**config.mk**
```make
export PLATFORM = sky130hd
export DESIGN_NAME = operand_scoreboard_flat
export DESIGN_NICKNAME = d
export VERILOG_FILES = /design/src/rtl/operand_scoreboard_if.sv /design/src/rtl/operand_scoreboard.sv /design/src/flat_wrapper.sv
export SDC_FILE = /design/constraint.sdc
export NUM_CORES = 1
export LEC_CHECK = 0
export ABC_AREA = 1
export ABC_CLOCK_PERIOD_IN_PS = 5800
export CAP_MARGIN = 30
export CELL_PAD_IN_SITES_DETAIL_PLACEMENT = 1
export CELL_PAD_IN_SITES_GLOBAL_PLACEMENT = 2
export CORE_MARGIN = 2
export CORE_UTILIZATION = 18
export CTS_CLUSTER_DIAMETER = 150
export CTS_CLUSTER_SIZE = 30
export DETAILED_ROUTE_END_ITERATION = 16
export GPL_TIMING_DRIVEN = 0
export HOLD_SLACK_MARGIN = 0.1
export MAX_ROUTING_LAYER = met4
export PLACE_DENSITY = 0.84
export SYNTH_ARGS = -nofsm -noshare
export SYNTH_HDL_FRONTEND = slang
export SYNTH_SLANG_ARGS = --single-unit
```
**constraint.sdc**
```tcl
create_clock -name CLK -period 5.8 [get_ports CLK]
set_clock_uncertainty 0.05 [all_clocks]
set_input_delay 0.87 -clock CLK [delete_from_list [all_inputs] [get_ports CLK]]
set_output_delay 0.87 -clock CLK [all_outputs]
set_load 0.01 [all_outputs]
```
**src/rtl/operand_scoreboard_if.sv**
```systemverilog
// operand_scoreboard_if
//   Groups the decode-side hazard/forwarding signals of operand_scoreboard.
//   master : decode stage / pipeline (drives DE_*, RF_*, ADV, STG_*)
//   slave  : the scoreboard itself (drives OP*, FWD_SEL*, HAZARD_STALL,
//            ISSUE, STALL_COUNT, ENT_IS_LOAD)
//   ENT_IS_LOAD is a debug view of the per-entry is_load bits.
interface operand_scoreboard_if #(
  parameter int unsigned XLEN  = 64,
  parameter int unsigned RA_W  = 5,
  parameter int unsigned DEPTH = 3,
  parameter int unsigned CNT_W = 32
);
  logic                    DE_V;
  logic [RA_W-1:0]         DE_RS1;
  logic [RA_W-1:0]         DE_RS2;
  logic                    DE_RS1_USED;
  logic                    DE_RS2_USED;
  logic [RA_W-1:0]         DE_RD;
  logic                    DE_RD_WE;
  logic                    DE_IS_LOAD;
  logic [XLEN-1:0]         RF_RS1_DATA;
  logic [XLEN-1:0]         RF_RS2_DATA;
  logic                    ADV;
  logic [DEPTH*XLEN-1:0]   STG_DATA;
  logic [DEPTH-1:0]        STG_DATA_V;
  logic [XLEN-1:0]         OP1;
  logic [XLEN-1:0]         OP2;
  logic [3:0]              FWD_SEL1;
  logic [3:0]              FWD_SEL2;
  logic                    HAZARD_STALL;
  logic                    ISSUE;
  logic [CNT_W-1:0]        STALL_COUNT;
  logic [DEPTH-1:0]        ENT_IS_LOAD;

  modport master (
    output DE_V, DE_RS1, DE_RS2, DE_RS1_USED, DE_RS2_USED, DE_RD, DE_RD_WE,
           DE_IS_LOAD, RF_RS1_DATA, RF_RS2_DATA, ADV, STG_DATA, STG_DATA_V,
    input  OP1, OP2, FWD_SEL1, FWD_SEL2, HAZARD_STALL, ISSUE, STALL_COUNT,
           ENT_IS_LOAD
  );

  modport slave (
    input  DE_V, DE_RS1, DE_RS2, DE_RS1_USED, DE_RS2_USED, DE_RD, DE_RD_WE,
           DE_IS_LOAD, RF_RS1_DATA, RF_RS2_DATA, ADV, STG_DATA, STG_DATA_V,
    output OP1, OP2, FWD_SEL1, FWD_SEL2, HAZARD_STALL, ISSUE, STALL_COUNT,
           ENT_IS_LOAD
  );
endinterface

```
**src/rtl/operand_scoreboard.sv**
```systemverilog
// operand_scoreboard
//   Decode-stage operand hazard and forwarding unit. Tracks register writers
//   in DEPTH downstream stages (entry 0 = EXE ... DEPTH-1 = WB), forwards the
//   youngest matching result to both operands and stalls decode when that
//   youngest producer has no data yet.
//   Ports:
//     CLK   - clock
//     RESET - asynchronous active-high reset
//     bus   - operand_scoreboard_if.slave (decode inputs, stage results,
//             forwarded operands, selects, stall/issue, stall counter)
module operand_scoreboard #(
  parameter int unsigned XLEN  = 64,
  parameter int unsigned RA_W  = 5,
  parameter int unsigned DEPTH = 3,
  parameter int unsigned CNT_W = 32
) (
  input  logic                 CLK,
  input  logic                 RESET,
  operand_scoreboard_if.slave  bus
);

  logic [DEPTH-1:0] r_v;
  logic [DEPTH-1:0] r_ld;
  logic [RA_W-1:0]  r_rd [DEPTH];
  logic [CNT_W-1:0] r_cnt;

  logic             w_hit1, w_hit2;
  logic             w_blk1, w_blk2;
  logic [3:0]       w_sel1, w_sel2;
  logic [XLEN-1:0]  w_op1,  w_op2;
  logic             w_stall;
  logic             w_issue;
  logic             w_load_e0;

  // Scan from entry 0 upward; the first hit is the youngest producer and
  // decides the source, even if an older entry already has data.
  always_comb begin
    w_hit1 = 1'b0;
    w_blk1 = 1'b0;
    w_sel1 = '0;
    w_op1  = bus.RF_RS1_DATA;
    w_hit2 = 1'b0;
    w_blk2 = 1'b0;
    w_sel2 = '0;
    w_op2  = bus.RF_RS2_DATA;
    for (int unsigned k = 0; k < DEPTH; k++) begin
      if (!w_hit1 && r_v[k] && bus.DE_RS1_USED && (bus.DE_RS1 != '0) &&
          (r_rd[k] == bus.DE_RS1)) begin
        w_hit1 = 1'b1;
        if (bus.STG_DATA_V[k]) begin
          w_sel1 = 4'(k + 1);
          w_op1  = bus.STG_DATA[k*XLEN +: XLEN];
        end else begin
          w_blk1 = 1'b1;
        end
      end
      if (!w_hit2 && r_v[k] && bus.DE_RS2_USED && (bus.DE_RS2 != '0) &&
          (r_rd[k] == bus.DE_RS2)) begin
        w_hit2 = 1'b1;
        if (bus.STG_DATA_V[k]) begin
          w_sel2 = 4'(k + 1);
          w_op2  = bus.STG_DATA[k*XLEN +: XLEN];
        end else begin
          w_blk2 = 1'b1;
        end
      end
    end
  end

  assign w_stall   = bus.DE_V && (w_blk1 || w_blk2);
  assign w_issue   = bus.DE_V && !w_stall && bus.ADV;
  assign w_load_e0 = w_issue && bus.DE_RD_WE && (bus.DE_RD != '0);

  // Entries only move when the downstream pipeline advances; a stalled
  // decode slot turns into a bubble in entry 0.
  always_ff @(posedge CLK or posedge RESET) begin
    if (RESET) begin
      r_v  <= '0;
      r_ld <= '0;
      for (int unsigned k = 0; k < DEPTH; k++) r_rd[k] <= '0;
    end else if (bus.ADV) begin
      for (int unsigned k = 1; k < DEPTH; k++) begin
        r_v[k]  <= r_v[k-1];
        r_ld[k] <= r_ld[k-1];
        r_rd[k] <= r_rd[k-1];
      end
      r_v[0]  <= w_load_e0;
      r_ld[0] <= w_load_e0 && bus.DE_IS_LOAD;
      r_rd[0] <= bus.DE_RD;
    end
  end

  always_ff @(posedge CLK or posedge RESET) begin
    if (RESET) begin
      r_cnt <= '0;
    end else if (w_stall && (r_cnt != '1)) begin
      r_cnt <= r_cnt + CNT_W'(1);
    end
  end

  assign bus.OP1          = w_op1;
  assign bus.OP2          = w_op2;
  assign bus.FWD_SEL1     = w_sel1;
  assign bus.FWD_SEL2     = w_sel2;
  assign bus.HAZARD_STALL = w_stall;
  assign bus.ISSUE        = w_issue;
  assign bus.STALL_COUNT  = r_cnt;
  assign bus.ENT_IS_LOAD  = r_ld;

endmodule

```
**src/flat_wrapper.sv**
```systemverilog
// flat-port wrapper written by rule: the top's interface ports become plain ports
module operand_scoreboard_flat 
#(
  parameter int unsigned XLEN  = 64,
  parameter int unsigned RA_W  = 5,
  parameter int unsigned DEPTH = 3,
  parameter int unsigned CNT_W = 32
)
  (CLK, RESET, bus_DE_V, bus_DE_RS1, bus_DE_RS2, bus_DE_RS1_USED, bus_DE_RS2_USED, bus_DE_RD, bus_DE_RD_WE, bus_DE_IS_LOAD, bus_RF_RS1_DATA, bus_RF_RS2_DATA, bus_ADV, bus_STG_DATA, bus_STG_DATA_V, bus_OP1, bus_OP2, bus_FWD_SEL1, bus_FWD_SEL2, bus_HAZARD_STALL, bus_ISSUE, bus_STALL_COUNT, bus_ENT_IS_LOAD);
  operand_scoreboard_if #(.XLEN(XLEN), .RA_W(RA_W), .DEPTH(DEPTH), .CNT_W(CNT_W)) bus_i ();
  input  logic CLK;
  input  logic RESET;
  input wire logic [$bits(bus_i.DE_V)-1:0] bus_DE_V;
  input wire logic [$bits(bus_i.DE_RS1)-1:0] bus_DE_RS1;
  input wire logic [$bits(bus_i.DE_RS2)-1:0] bus_DE_RS2;
  input wire logic [$bits(bus_i.DE_RS1_USED)-1:0] bus_DE_RS1_USED;
  input wire logic [$bits(bus_i.DE_RS2_USED)-1:0] bus_DE_RS2_USED;
  input wire logic [$bits(bus_i.DE_RD)-1:0] bus_DE_RD;
  input wire logic [$bits(bus_i.DE_RD_WE)-1:0] bus_DE_RD_WE;
  input wire logic [$bits(bus_i.DE_IS_LOAD)-1:0] bus_DE_IS_LOAD;
  input wire logic [$bits(bus_i.RF_RS1_DATA)-1:0] bus_RF_RS1_DATA;
  input wire logic [$bits(bus_i.RF_RS2_DATA)-1:0] bus_RF_RS2_DATA;
  input wire logic [$bits(bus_i.ADV)-1:0] bus_ADV;
  input wire logic [$bits(bus_i.STG_DATA)-1:0] bus_STG_DATA;
  input wire logic [$bits(bus_i.STG_DATA_V)-1:0] bus_STG_DATA_V;
  output wire logic [$bits(bus_i.OP1)-1:0] bus_OP1;
  output wire logic [$bits(bus_i.OP2)-1:0] bus_OP2;
  output wire logic [$bits(bus_i.FWD_SEL1)-1:0] bus_FWD_SEL1;
  output wire logic [$bits(bus_i.FWD_SEL2)-1:0] bus_FWD_SEL2;
  output wire logic [$bits(bus_i.HAZARD_STALL)-1:0] bus_HAZARD_STALL;
  output wire logic [$bits(bus_i.ISSUE)-1:0] bus_ISSUE;
  output wire logic [$bits(bus_i.STALL_COUNT)-1:0] bus_STALL_COUNT;
  output wire logic [$bits(bus_i.ENT_IS_LOAD)-1:0] bus_ENT_IS_LOAD;
  assign bus_i.DE_V = bus_DE_V;
  assign bus_i.DE_RS1 = bus_DE_RS1;
  assign bus_i.DE_RS2 = bus_DE_RS2;
  assign bus_i.DE_RS1_USED = bus_DE_RS1_USED;
  assign bus_i.DE_RS2_USED = bus_DE_RS2_USED;
  assign bus_i.DE_RD = bus_DE_RD;
  assign bus_i.DE_RD_WE = bus_DE_RD_WE;
  assign bus_i.DE_IS_LOAD = bus_DE_IS_LOAD;
  assign bus_i.RF_RS1_DATA = bus_RF_RS1_DATA;
  assign bus_i.RF_RS2_DATA = bus_RF_RS2_DATA;
  assign bus_i.ADV = bus_ADV;
  assign bus_i.STG_DATA = bus_STG_DATA;
  assign bus_i.STG_DATA_V = bus_STG_DATA_V;
  assign bus_OP1 = bus_i.OP1;
  assign bus_OP2 = bus_i.OP2;
  assign bus_FWD_SEL1 = bus_i.FWD_SEL1;
  assign bus_FWD_SEL2 = bus_i.FWD_SEL2;
  assign bus_HAZARD_STALL = bus_i.HAZARD_STALL;
  assign bus_ISSUE = bus_i.ISSUE;
  assign bus_STALL_COUNT = bus_i.STALL_COUNT;
  assign bus_ENT_IS_LOAD = bus_i.ENT_IS_LOAD;
  operand_scoreboard #(.XLEN(XLEN), .RA_W(RA_W), .DEPTH(DEPTH), .CNT_W(CNT_W)) u_core (.CLK(CLK), .RESET(RESET), .bus(bus_i));
endmodule
```
# After elaboration in Yosys (flattened, before gate mapping)
# Index checks and enable logic that the tools add are counted.
totals:
  ff_bits: 53
  input_bits: 346
  output_inout_bits: 173
  elab_cells: 90
op_classes:
  addsub: 1
  n_eq_ne: 7
  n_mux: 38
  reduce_logical: 38
ops:
  columns: ["op", "count"]
  rows:
  - ["$mux W64", 12]
  - ["$mux W4", 10]
  - ["$add A32 B1 Y32 const B", 1]
  - ["$ne A32 B32 Y1 const B", 1]
  - ["$eq A5 B5 Y1", 6]
  - ["$logic_and A1 B1 Y1", 29]
  - ["$mux W1", 16]
  - ["$reduce_bool A5 Y1", 3]
  - ["$logic_not A1 Y1", 5]
  - ["$logic_or A1 B1 Y1", 1]

# Depth between registers and ports, before layout
# Gate-level depths: netlist (run 1).
depth:
  depth_word: 24
  mapped_depth: 16
  ltp_nobuf: 14

# Least setup slack after synthesis (run 1)
# Ideal clock, no wire load.
synth_path:
  kind: "input-to-output"
  startpoint: "input port bus_DE_RS2[1]"
  endpoint: "output port bus_OP2[10]"
  arrival_time_ns: 2.138
  required_time_ns: 4.880
  slack_ns: 2.742
  cell_stages: 12
  path_buffers: 2
  path_cell_list: "nor2_1 -> nand2_1 -> nor2_1 -> nor2_1 -> nand2_1 -> nor2_1 -> inv_1 -> buf_2 -> buf_2 -> nand2_1 -> o211a_1 -> o22ai_1"
synth_between:
  elab_chain_cells: 16
  elab_cells_between_ends: 23
  cone_classes: "eq/ne (3); mux (7); reduce/logical (13)"
synth_lines:
  columns: ["element", "line_no", "rtl"]
  rows:
  - ["start, declared", "flat_wrapper.sv:15", "input wire logic [$bits(bus_i.DE_RS2)-1:0] bus_DE_RS2;"]
  - ["$reduce_bool A5 Y1", "operand_scoreboard.sv:57", "if (!w_hit2 && r_v[k] && bus.DE_RS2_USED && (bus.DE_RS2 != '0) &&"]
  - ["$logic_and A1 B1 Y1 (2 in a row)", "operand_scoreboard.sv:57", null]
  - ["$mux W1", "operand_scoreboard.sv:57", null]
  - ["$logic_not A1 Y1", "operand_scoreboard.sv:57", null]
  - ["$logic_and A1 B1 Y1 (4 in a row)", "operand_scoreboard.sv:57", null]
  - ["$mux W1", "operand_scoreboard.sv:57", null]
  - ["$logic_not A1 Y1", "operand_scoreboard.sv:57", null]
  - ["$logic_and A1 B1 Y1 (4 in a row)", "operand_scoreboard.sv:57", null]
  - ["$mux W64 *", "operand_scoreboard.sv:57", null]
  - ["end, declared", "flat_wrapper.sv:27", "output wire logic [$bits(bus_i.OP2)-1:0] bus_OP2;"]
# Every way passes the cells marked *; elsewhere a longest branch is shown, timed or not.

# Worst setup path in the final report (run 1)
layout_path:
  startpoint: "input port bus_STG_DATA_V[0]"
  endpoint: "output port bus_OP1[46]"
layout_between:
  elab_chain_cells: 6
layout_lines:
  columns: ["element", "line_no", "rtl"]
  rows:
  - ["start, declared", "flat_wrapper.sv:25", "input wire logic [$bits(bus_i.STG_DATA_V)-1:0] bus_STG_DATA_V;"]
  - ["$mux W64 *", "operand_scoreboard.sv:50", "if (bus.STG_DATA_V[k]) begin"]
  - ["$mux W64 *", "operand_scoreboard.sv:47", "if (!w_hit1 && r_v[k] && bus.DE_RS1_USED && (bus.DE_RS1 != '0) &&"]
  - ["$mux W64", "operand_scoreboard.sv:50", null]
  - ["$mux W64 *", "operand_scoreboard.sv:47", null]
  - ["$mux W64", "operand_scoreboard.sv:50", null]
  - ["$mux W64 *", "operand_scoreboard.sv:47", null]
  - ["end, declared", "flat_wrapper.sv:26", "output wire logic [$bits(bus_i.OP1)-1:0] bus_OP1;"]
# Marked as above.

==> key figures, run 1 <==
STA
  – Minimum clock period: 5.06 ns
  – Final hold vios: 0
  – Worst slew pin tran: 0.999 ns
  – Period Utilization, post-route: 87.3%
  – Setup Viol. Count Final: 0
  – RSZ-0062 raised after global routing: no
  – Final setup margin: 0.737 ns
  – Max Clk Rate: about 200 MHz
  – Final setup TNS: 0 ns
  – Slew headroom: between 30% and 40%
  – Fin Hold WS: between 0.4 and 0.5 ns
  – Max-slew violation count: 0

Synthesis
  – Post-Syn Instances: between 1k and 1.5k
  – Seq cells post-synth: 53
  – Asr flop ratio synth: 100%
  – Post-synth top area share: 22.4%
  – Syn Area/Cell: 5.85 um^2
  – Yosys top cell by area: nand2_1
  – Sequential area share after synthesis: 17.2%
  – Yosys Warn Count: 0
  – Most used DFF post-synth: dfrtp_1
  – Yosys cell types: 33
  – EDFF count, synth: 0
  – Area contributors post-synth: nand2_1 22%, dfrtp_1 17%, o21ai_0 12%, o211a_1 11%, o22ai_1 10%
  – Synthesized cell area: 7730 um^2

Routing
  – DRC: 0
  – DR vias: between 10k and 15k
  – 1st-iter DRT viols: 1,043
  – Pre-Repair DR Iteration Count: 6
  – Total Routed Length: 63,100 um
  – Vias per cell: ~5.2
  – Wire length per cell: 26.2 um
  – ANT nets after route: 0

Clocking
  – Cts repair resizes: 0
  – CTS root buf: clkbuf_16
  – Latest clock arrival within the worst-skew pair: 0.31 ns
  – CTS Buf Count: 5
  – Clock transition at the registers of the reported paths: 0.08 ns
  – Hold_buf cts: 0
  – CTS tree: done
  – Clk sinks: 53
  – Max H-tree Level: 2
  – # Post-CTS Setup Buffers: 0
  – Clk buf depth: 2

Critical path
  – Slowest Stage Delay on Critical Path: 0.81 ns
  – Critical Path AT: 4.14 ns
  – Max FO, Critical Path: 10
  – Worst path slowest cell: clkbuf_1
  – Cell Chain, Critical Path: clkdlybuf4s50_1, clkbuf_1, clkbuf_1, nand2_1, o211a_1, o22ai_1, clkdlybuf4s50_1
  – Reg-to-reg startpoint: u_core.bus.STALL_COUNT[2]
  – Crit path capture type: primary output
  – Reg2reg path depth: 9
  – Critical path class: in -> out
  – Worst endpoint required time: 4.88 ns
  – Reg2Reg Setup Slack: 3.49 ns
  – Critical path startpoint category: input port
  – RR Endpoint: u_core.bus.STALL_COUNT[10]
  – Worst setup startpoint: bus_STG_DATA_V[0]

Die
  – Starting density of the core: 18.3%
  – Cell Rows: 75
  – Chip width: about 210 um
  – Die Ht: 211 um
  – Num ports: 519
  – Die area: ~45,000 um^2
  – Core box area: ~42,000 um^2

Finish
  – Layout Nets: 2,193
  – Fraction of layout cells with a size suffix above 1: 4.11%
  – FILL cells: 5,328
  – Area Overhead vs Synth: 78.5%
  – Multi-input logic area: 5610 um^2
  – Register area: 1330 um^2

Hold path
  – Min-delay src: u_core.bus.ENT_IS_LOAD[2]
  – WHS Endpoint: u_core.bus.ENT_IS_LOAD[2]
  – Hold Crit Class: reg -> reg
  – Hold path cells: 2

GRT
  – Largest net degree at the start of global routing: 33
  – Vias in the first global route: 12.7k
  – GRT Util Overall: 27.8%
  – Initial antenna violation count: 20
  – First-pass GRT wire length: 88,900 um
  – Total congestion overflow: 0

Power and ir drop
  – Maximum vdd drop: 0.112 mV
  – Total power: 1.50 mW
  – Pwr dens: between 100 and 150 nW/um^2
  – Leak: 6.06 nW

Run status
  – Status: finished clean

Placement
  – DPL Wire Length: 51,300 um
  – RePlAce Congestion: 1.01
  – Number of port buffers: around 510
  – Pre-CTS WS: 0.720 ns

Job
  – Max Cap Viol: 0
-- power by group --
group          leakage (nW)  switching, mW  total [mW]  internal, mW
registers             0.712         0.0227       0.411         0.389
clock network        0.0801          0.161       0.366         0.205
logic                  5.27          0.328       0.726         0.397
total                  6.06          0.512        1.50         0.991
-- logic make-up (layout without fill, tap and decap cells) --
logic type                 after synthesis  count (layout)  share of synthesized area [%]
xor gates and xnor gates                29              29                           3.29
and+or+nand+nor                        600             600                           32.0
AOI/OAI and AO/OA                      455             455                           36.8
other                                    1              25                         0.0485
buffers and inverters                  183             705                           10.5
DFF                                     53              53                           17.2
adders and majority gates                1               1                          0.162
-- stage by stage --
stage | cell area, um^2 | utilization [%] | cells
2_1_floorplan | 7740 | - | 1325
3_3_place_gp | 13500 | 32.1 | 2376
3_5_place_dp | 13600 | 32.2 | 2377
4_1_cts | 13700 | 32.6 | 2385
5_1_grt | 13800 | 32.7 | 2402
6_report | 13800 | 32.8 | 2407
-- Yosys cell counts, types with 7 or more instances --
| cell | n |
|---|---|
| o21ai_1 | 8 |
| buf_1 | 7 |
| buf_2 | 33 |
| clkbuf_1 | 63 |
| inv_1 | 56 |
| o21ai_0 | 187 |
| nor2_1 | 54 |
| o22ai_1 | 128 |
| buf_4 | 9 |
| nand4_1 | 42 |
| nor3_1 | 16 |
| o211a_1 | 82 |
| dfrtp_1 | 53 |
| nand3_1 | 13 |
| a21oi_1 | 50 |
| xor2_1 | 24 |
| nand2_1 | 461 |
-- metal layers --
metal / global-route usage, % / up-vias / share of wire [%]
met5: - / - / 0
met4: 8.38 / 0 / 2.8
met3: 6.39 / 69 / 7.7
met2: 45.6 / 546 / 47
met1: 33.8 / 6125 / 42
li1: - / 5679 / -
-- worst max path at each step --
stage / end / depth (start not counted) / slack (ns)
floorplan: bus_OP2[10] / 12 / 2.74
global placement: bus_OP1[2] / 13 / 0.76
detailed placement: bus_OP1[2] / 13 / 0.72
CTS: bus_OP1[2] / 13 / 0.71
global route: bus_OP1[2] / 12 / 0.55
finish: bus_OP1[46] / 7 / 0.74
-- placed cells by master, fill, tap and decap left out, types with 21 or more instances in the layout --
cell type | Yosys | layout
o21ai_0 | 187 | 187
diode_2 | 0 | 21
buf_2 | 33 | 33
clkbuf_1 | 63 | 63
nand4_1 | 42 | 42
o22ai_1 | 128 | 128
nor2_1 | 54 | 54
o211a_1 | 82 | 82
a21oi_1 | 50 | 50
xor2_1 | 24 | 24
dfrtp_1 | 53 | 53
nand2_1 | 461 | 461
inv_1 | 56 | 55
clkdlybuf4s50_1 | 0 | 512
-- critical path, delay by kind of cell --
family          cells  cell delay [ns]
simple gates        1             0.29
compound gates      2             0.47
buf+inv             4             2.49
-- registers in the layout (all words and copies together), names as in the netlist --
register,flops
u_core.r_v,3
u_core.bus.STALL_COUNT,32
u_core.r_rd,15
u_core.bus.ENT_IS_LOAD,3
-- final cells by class --
cell class | instances | area share (%)
multi-input cells | 1089 | 40.6
inverters | 63 | 1.71
clock inverters | 3 | 0.335
well taps | 539 | 4.89
diodes | 21 | 0.381
plain buffers | 120 | 4.15
flip-flops and latches | 53 | 9.61
repair buffers | 514 | 37.4
clock buffers | 5 | 0.907
No activity file was read; power rests on OpenSTA's default activity.
==> run 2: changes to the inputs <==
--- a/config.mk
+++ b/config.mk
@@ -5,20 +5,19 @@
 export SDC_FILE = /design/constraint.sdc
 export NUM_CORES = 1
 export LEC_CHECK = 0
-export ABC_AREA = 1
 export ABC_CLOCK_PERIOD_IN_PS = 5800
 export CAP_MARGIN = 30
 export CELL_PAD_IN_SITES_DETAIL_PLACEMENT = 1
 export CELL_PAD_IN_SITES_GLOBAL_PLACEMENT = 2
-export CORE_MARGIN = 2
-export CORE_UTILIZATION = 18
+export CORE_AREA = 2 2 205 207
 export CTS_CLUSTER_DIAMETER = 150
 export CTS_CLUSTER_SIZE = 30
 export DETAILED_ROUTE_END_ITERATION = 16
+export DIE_AREA = 0 0 207 209
 export GPL_TIMING_DRIVEN = 0
 export HOLD_SLACK_MARGIN = 0.1
 export MAX_ROUTING_LAYER = met4
-export PLACE_DENSITY = 0.84
+export PLACE_DENSITY = 0.76
 export SYNTH_ARGS = -nofsm -noshare
 export SYNTH_HDL_FRONTEND = slang
 export SYNTH_SLANG_ARGS = --single-unit
==> key figures, run 2 <==
Run status
  – Status: finished clean

Routing
  – DRC: 0
  – ANT nets after route: 0
  – 1st-iter DRT viols: 407
  – DR vias: 9,050
  – Pre-Repair DR Iteration Count: 5
  – Wire length per cell: 24.8 um
  – Vias per cell: 4.69
  – Total Routed Length: 47,900 um

Clocking
  – Clk buf depth: 2
  – CTS root buf: clkbuf_16
  – CTS Buf Count: 5
  – Cts repair resizes: 0
  – CTS tree: done
  – # Post-CTS Setup Buffers: 0
  – Hold_buf cts: 0
  – Clock transition at the registers of the reported paths: 0.07 ns
  – Clk sinks: 53
  – Latest clock arrival within the worst-skew pair: slightly below 0.3 ns
  – Max H-tree Level: 2

Finish
  – Area Overhead vs Synth: 83.9%
  – FILL cells: 4,869
  – Fraction of layout cells with a size suffix above 1: 11.2%
  – Register area: ~1300 um^2
  – Multi-input logic area: 5340 um^2
  – Layout Nets: 1,727
  – Commonest cells after routing, fill and taps aside: 513 x clkdlybuf4s50_1, 137 x nor2_1, 128 x mux2i_1, 84 x mux2_2
  – Commonest non-fill, non-tap cell in the layout: clkdlybuf4s50_1
  – Number of flip-flops in the largest register: 32

Synthesis
  – Synthesized cell area: 7180 um^2
  – Sequential area share after synthesis: 18.5%
  – EDFF count, synth: 0
  – Area contributors post-synth: dfrtp_1 18%, mux2i_1 18%, mux2_2 13%, nor2_1 7.2%, a21o_1 6.8%
  – Most used DFF post-synth: dfrtp_1
  – Syn Area/Cell: 8.40 um^2
  – Count leader, synth: nor2_1
  – Yosys Warn Count: 0
  – Yosys top cell by area: dfrtp_1
  – Seq cells post-synth: 53
  – Post-synth top area share: 18.5%
  – Post-synth top cells: 137 x nor2_1, 128 x mux2i_1, 84 x mux2_2, 65 x a21o_1, 65 x a21oi_1
  – Post-Syn Instances: 855
  – Yosys cell types: 45
  – Asr flop ratio synth: 100%

Critical path
  – Critical path class: in -> out
  – Reg2Reg Setup Slack: 2.97 ns
  – Critical Path AT: 4.51 ns
  – Critical path startpoint category: input port
  – Max FO, Critical Path: 10
  – Worst endpoint required time: just under 5 ns
  – Crit path capture type: primary output

GRT
  – Initial antenna violation count: 10
  – Vias in the first global route: roughly 9.9k
  – First-pass GRT wire length: 69,000 um
  – Total congestion overflow: 0
  – GRT Util Overall: 21.7%
  – Largest net degree at the start of global routing: 36

STA
  – Max Clk Rate: 184 MHz
  – Minimum clock period: ~5.4 ns
  – Max-slew violation count: 0
  – Slew headroom: 39.5%
  – Final setup TNS: 0 ns
  – Setup Viol. Count Final: 0
  – Worst slew pin tran: around 0.91 ns
  – Period Utilization, post-route: between 90 and 100%
  – RSZ-0062 raised after global routing: no
  – Final hold vios: 0
  – Final setup margin: around 0.37 ns

Power and ir drop
  – Maximum vdd drop: 0.0979 mV
  – Pwr dens: 106 nW/um^2
  – Leak: just over 6 nW

Die
  – Cell Rows: 75
  – Die Ht: 209 um
  – Chip width: a little over 200 um
  – Core box area: 41,300 um^2
  – Starting density of the core: between 15 and 20%
  – Die area: 43,300 um^2
  – Num ports: 519

Placement
  – Pre-CTS WS: 0.245 ns
  – RePlAce Congestion: 0.954
  – Number of port buffers: 513
  – DPL Wire Length: 38,700 um

Hold path
  – Hold Crit Class: reg -> reg

Job
  – Max Cap Viol: 0
==> run 2: cell types whose count changed in the layout (fill, tap and decap cells not counted), moves of 49 or more <==
cell and change:
o21ai_0 -184, nand2_1 -448, mux2_2 +84, mux2i_1 +128
nor2_1 +83, a211oi_1 +64, a21o_1 +65, inv_1 -49
o211a_1 -82, o22ai_1 -127
==> run 2: worst paths after layout <==
path                                                 from                    endpoint  cells after the start
worst max-delay path                        bus_DE_RS1[1]                 bus_OP1[63]                     10
worst min-delay path            u_core.bus.STALL_COUNT[8]   u_core.bus.STALL_COUNT[8]                      1
worst max register to register  u_core.bus.STALL_COUNT[5]  u_core.bus.STALL_COUNT[30]                      8
worst min register to register  u_core.bus.STALL_COUNT[8]   u_core.bus.STALL_COUNT[8]                      1
max in group asynchronous                           RESET   u_core.bus.STALL_COUNT[6]                      3
min in group asynchronous                           RESET             u_core.r_rd[14]                      2
==> run 2: final cells by class <==
class / count / share of cell area [%]
multi-input combinational: 721 / 40.4
timing repair buffer: 515 / 39.1
sequential: 53 / 10.0
tap: 539 / 5.11
buffer: 77 / 3.80
clock buffer: 5 / 0.948
inverter: 7 / 0.199
antenna: 9 / 0.171
clock inverter: 3 / 0.161
==> run 2: routing by layer <==
metal | routed length (um) | GRT usage [%] | vias up
met2 | 24500 | 38.8 | 339
li1 | - | - | 4202
met5 | 0 | - | -
met4 | 853 | 4.38 | 0
met1 | 19900 | 25.4 | 4476
met3 | 2580 | 4.00 | 33
==> run 2: logic make-up (layout without fill, tap and decap cells) <==
| kind of cell | Yosys count | in the layout | synth area share (%) |
|---|---|---|---|
| buf+inv | 84 | 607 | 7.35 |
| other cells | 1 | 13 | 0.0522 |
| flops | 53 | 53 | 18.5 |
| fa+ha+maj | 1 | 1 | 0.174 |
| simple gates | 233 | 233 | 15.6 |
| compound gates | 210 | 210 | 19.9 |
| xor+xnor | 61 | 61 | 7.44 |
| mux | 212 | 212 | 31.0 |
==> run 2: critical path: stages <==
cell,delay [ns]
clkdlybuf4s50_1,0.55
or4_1,0.56
o21a_1,0.25
nand4_2,0.17
nand3_1,0.14
nor2_1,0.15
buf_2,0.34
clkbuf_1,0.62
a21o_1,0.25
clkdlybuf4s50_1,0.59
==> run 2: power breakdown <==
| group | internal [mW] | total (mW) | switching [mW] | leakage, nW |
|---|---|---|---|---|
| registers | 0.393 | 0.425 | 0.0311 | 0.702 |
| clock network | 0.161 | 0.301 | 0.140 | 0.0703 |
| logic | 0.432 | 0.677 | 0.246 | 5.34 |
==> run 2: through the flow <==
| step | std cells | area (um^2) | power [mW] | utilization (%) | hold slack (ns) |
|---|---|---|---|---|---|
| 2_1_floorplan | 858 | 7190 | 0.654 | - | 0.445 |
| 3_3_place_gp | 1910 | 13000 | 1.10 | 31.5 | 0.435 |
| 3_5_place_dp | 1912 | 13000 | 1.11 | 31.6 | 0.437 |
| 4_1_cts | 1920 | 13200 | 1.42 | 31.9 | 0.454 |
| 5_1_grt | 1929 | 13200 | 1.47 | 32.0 | 0.478 |
| 6_report | 1929 | 13200 | 1.40 | 32.0 | 0.448 |
